File: src/rtl/complex_if_main.sv
// complex_if_main: four-state fetch/compute block reading a 2-entry control array; registered-strobe variant (w_enable high the cycle after edge N+3).
module complex_if_main (
  input  logic       clk,
  input  logic       reset,
  input  logic       r_enable,
  input  logic       init_i,
  output logic       controlArrAddr_a,
  input  logic       controlArrRData_a,
  output logic       controlArrWData_a,
  output logic       controlArrWEnable_a,
  output logic       w_enable,
  output logic [1:0] result
);
  typedef enum logic [1:0] {IDLE, FETCH, WAIT, DONE} state_t;
  state_t state, state_next;
  logic idx;
  assign controlArrAddr_a = idx;
  assign controlArrWData_a = 1'b0;
  assign controlArrWEnable_a = 1'b0;
  always_comb begin
    state_next = state;
    state_next = state == IDLE  ? (r_enable ? FETCH : IDLE) :
                 state == FETCH ? WAIT :
                 state == WAIT  ? DONE : IDLE;
  end
  // result table {idx,c} -> 1,2,3,0 is (1 + c + 2*idx) mod 4
  always_ff @(posedge clk) begin
    if (reset) begin
      state <= IDLE;
      idx <= 1'b0;
      result <= 2'd0;
      w_enable <= 1'b0;
    end else begin
      state <= state_next;
      w_enable <= state == DONE;
      if (state == IDLE && r_enable) idx <= init_i;
      if (state == WAIT) result <= 2'd1 + {1'b0, controlArrRData_a} + {idx, 1'b0};
    end
  end
endmodule

File: config.mk
export PLATFORM = sky130hd
export DESIGN_NAME = complex_if_main
export DESIGN_NICKNAME = d
export VERILOG_FILES = /design/src/rtl/complex_if_main.sv
export SDC_FILE = /design/constraint.sdc
export NUM_CORES = 1
export LEC_CHECK = 0
export CAP_MARGIN = 20
export CORE_AREA = 2 2 39 41
export DETAILED_ROUTE_END_ITERATION = 6
export DIE_AREA = 0 0 41 43
export SYNTH_ARGS = -nofsm -noshare
export SYNTH_HDL_FRONTEND = slang
export SYNTH_SLANG_ARGS = --single-unit
File: constraint.sdc
create_clock -name clk -period 1.4 [get_ports clk]
set_input_delay 0.14 -clock clk [delete_from_list [all_inputs] [get_ports clk]]
set_output_delay 0.14 -clock clk [all_outputs]
set_load 0.005 [all_outputs]
# After elaboration in Yosys (flattened, before gate mapping)
# Index checks and enable logic that the tools add are counted.
[classes] add_sub_neg=2 n_eq_ne=3 mux=4 n_reduce_logical=2
[op_table] op="$mux 2" count=3
[op_table] op="$eq 2x2->1 const B" count=2
[op_table] op="$add 1x1->2 const A" count=1
[op_table] op="$add 2x2->2" count=1
[op_table] op="$eq 2x1->1 const B" count=1
[op_table] op="$logic_not 2->1" count=1
[op_table] op="$logic_and 1x1->1" count=1
[op_table] op="$mux 1" count=1
[word_totals] reg_bits=6 inputBits=5 out_inout_bits=6

# Longest topological paths before layout
# Gate-level depths: netlist of run 1.
[depth] ltp_word=4 ltp_mapped=4 mapped_depth_nobuf=4

# Least setup slack after synthesis of run 1
# Ideal clock, no wire load.
[synth_timing] kind="reg-to-reg" from="reg state[1]" to="reg idx, in the netlist controlArrAddr_a" t_arrival_ns=0.930 path_slack_ns=0.400 path_stages_with_launch=5 n_path_buf=0 synth_period_minus_slack_ns=1.000 path_cell_list="dfxtp_1 > inv_1 > ha_1 > a21bo_2 > a21oi_1"
[synth_via] elab_chain_cells=2
[synth_rtl] element="start, declared" line="15" source="state_t state, state_next;"
[synth_rtl] element="start signal, assigned" line="34" source="state <= state_next;"
[synth_rtl] element="$logic_not 2->1" line="36" source="if (state == IDLE && r_enable) idx <= init_i;"
[synth_rtl] element="$logic_and 1x1->1" line="36"
[synth_rtl] element="end signal, assigned" line="36"
[synth_rtl] element="end, declared" line="16" source="logic idx;"
# Every way passes these cells.
# A chain may end at the register's enable or synchronous reset.

# Final worst setup path of run 1
[layout_timing] from="reg idx, in the netlist controlArrAddr_a" to="out controlArrAddr_a"
[layout_rtl] element="end, declared" line="7" source="output logic controlArrAddr_a,"
# No word-level cell between the ends.

==> results of run 1 <==
==> power by group through the flow <==
stage | combinational, mW | clock [mW] | sequential (mW)
floorplan | 0.0236 | 0 | 0.183
global placement | 0.0430 | 0 | 0.184
detailed placement | 0.0430 | 0 | 0.184
CTS | 0.0444 | 0.162 | 0.181
global route | 0.0482 | 0.176 | 0.181
finish | 0.0435 | 0.155 | 0.181
==> sequential cells by signal, summed over array words and instances (netlist names) <==
name              count
result                2
w_enable              1
state                 2
controlArrAddr_a      1
==> final cells by class <==
| cell class | count | area (um2) | share of cell area, % |
|---|---|---|---|
| well taps | 16 | 20.0 | 5.11 |
| flip-flops and latches | 6 | 120 | 30.7 |
| multi-input cells | 18 | 141 | 36.1 |
| clock buffers | 3 | 22.5 | 5.75 |
| inverters | 2 | 7.51 | 1.92 |
| repair buffers | 8 | 80.1 | 20.4 |
==> Yosys cell counts (all sizes together) <==
master | instances | area share (%)
ha | 4 | 18
buf | 2 | 5.4
nand3 | 1 | 1.8
mux2i | 1 | 3.6
a21bo | 1 | 3.6
a211oi | 2 | 7.1
nor2 | 3 | 4.0
nor2b | 1 | 2.2
dfxtp | 6 | 43
xnor2 | 1 | 3.1
a21oi | 1 | 1.8
conb | 1 | 1.3
nor3b | 1 | 2.7
inv | 2 | 2.7
==> cell families (layout without fill, tap and decap cells) <==
| group | count (synthesis) | after routing |
|---|---|---|
| buffers and inverters | 4 | 13 |
| other | 1 | 2 |
| XOR/XNOR | 1 | 1 |
| AO/OA/AOI/OAI | 4 | 4 |
| adder cells (fa/ha/maj) | 4 | 4 |
| AND/OR/NAND/NOR | 6 | 6 |
| flip-flops | 6 | 6 |
| multiplexers | 1 | 1 |
==> layer usage <==
metal	global-route usage, %	share of wire [%]
met5	0	0
met4	4.00	2.1
met3	7.85	12
met2	9.69	49
met1	7.14	36
==> final timing paths <==
| check | endpoint | depth (start not counted) |
|---|---|---|
| worst max-delay path | controlArrAddr_a | 1 |
| worst min register to register | result[0]$_SDFFE_PP0N_ | 2 |
| worst max register to register | controlArrAddr_a$_SDFFE_PP0P_ | 4 |
| worst min-delay path | controlArrAddr_a$_SDFFE_PP0P_ | 3 |
==> impl_metrics.ini, run 1 <==
[pwr]
p_clk_share_pct = 40.8
p_switching_uw = 79.7
ir_drop_mv = 0.444
combPwrFrac_pct = 11.5
p_int_uw = 299
seqPwrFrac_pct = 47.7
p_leak_nw = 0.159
power_density_mw_per_mm2 = 967
power_uw = 379
p_sw_share_pct = 21.0

[final_layout]
syn2layout_area_growth_pct = 39.7
stdcell_count = 53
postLayoutCoreUtil_pct = 28.3
fin_nets = 48
stdcell_area_um2 = 392
drive_above_1_share_pct = 13.5
final_common_cell = clkdlybuf4s50_1
final_cell_mix = clkdlybuf4s50_1, dfxtp_1, ha_1, nor2_1, clkbuf_4
diodes = 0
nFillCells = 155

[floorplan]
die_area_mm2 = 0.00176
fp.dieW_um = 41
io_pins = 11
start_util_pct = 20.3
dieHeight_um = 43
core_area_mm2 = 0.00138
rows = 14

[setup_path]
critical-path-top-delay-family = buffers and inverters
crit_type = register to primary output
crit_arrival_ns = 1.11
cpMaxStageDelayCell = clkdlybuf4s50_1
critPathLaunchType = register
cp_cell_sequence = clkdlybuf4s50_1
critPathCaptureType = primary output
required_ns = 1.26
critical_path.max_stage_delay_ns = 0.52
startpoint = controlArrAddr_a$_SDFFE_PP0P_
crit_fanout = 3
rr_startpoint = state[1]$_SDFF_PP0_
path_buf_inv = 1
r2r_slack_ns = 0.28

[synthesis]
synth-compound-area-share_pct = 12.5
yosysUniqueCellTypes = 15
synth_mux_area_share_pct = 3.57
synth.avg_cell_area_um2 = 10.4
ys_seq_elements = 6
synth_top_family_by_area = adder cells
synthAdderAreaFrac_pct = 17.9
yosys.area_share.simple_pct = 10.7
netlist_area_um2 = 280
synth_cells = 27
yosys_warnings = 0
synth_xor_area_share_pct = 3.13
synth-seq-area-share_pct = 42.9

[sta]
whs_ns = 0.484
finalMaxSlewViolations = 0
layout_setup_ws_ns = 0.148
fin_setup_tns_ns = 0
fmax_mhz = 798
setup_viol = 0
rsz0062_at_grt = false
fin_crit_ns = 1.25
hold_viol_final = 0
fin_crit_sh_pct = 89.5
clock_skew_ns = 0.00525

[drt]
drt-pass1-iter-count = 2
wl_per_cell_um = 8.83
via_per_inst = 3.77
remaining_drc_errors = 0
vias = 200
drt_iter0_markers = 4
wl_um = 468
ant_nets = 0

[cts]
cts_resized = 0
clk_pin_slew_ns = 0.04
clk_latency_ns = 0.24
cts_hold_buffers = 0
postCtsSetupBuffers = 0
numCtsBuffers = 3
cts_tree = built
cts-root-buf = clkbuf_4
clockBufferDepth = 2
cts.sinks = 6
htree_levels = 1

[placement]
place_inst = 50
place.gp.congestion = 0.577
place_ws_ns = 0.316
port_buffers = 8
dpl_cell_area_um2 = 369

[global_route]
grt_overflow_total = 0
grt_max_degree = 7
antenna_found_initial = 0
grt_pass1_vias = 190
grt_pass1_wl_um = 793
track_usage_pct = 7.45

[job]
max_cap_viol_count = 0

[run_status]
status = complete, no violations

[min_path]
hp-start = init_i
hold_path.class = primary input to register
Power figures use the tool's default switching activity.
==> inputs of run 2 (changes only) <==
Settings changed: SLEW_MARGIN from default to 20.
==> results of run 2 <==
Final layout, timing and power as in run 1 (identical DEF).
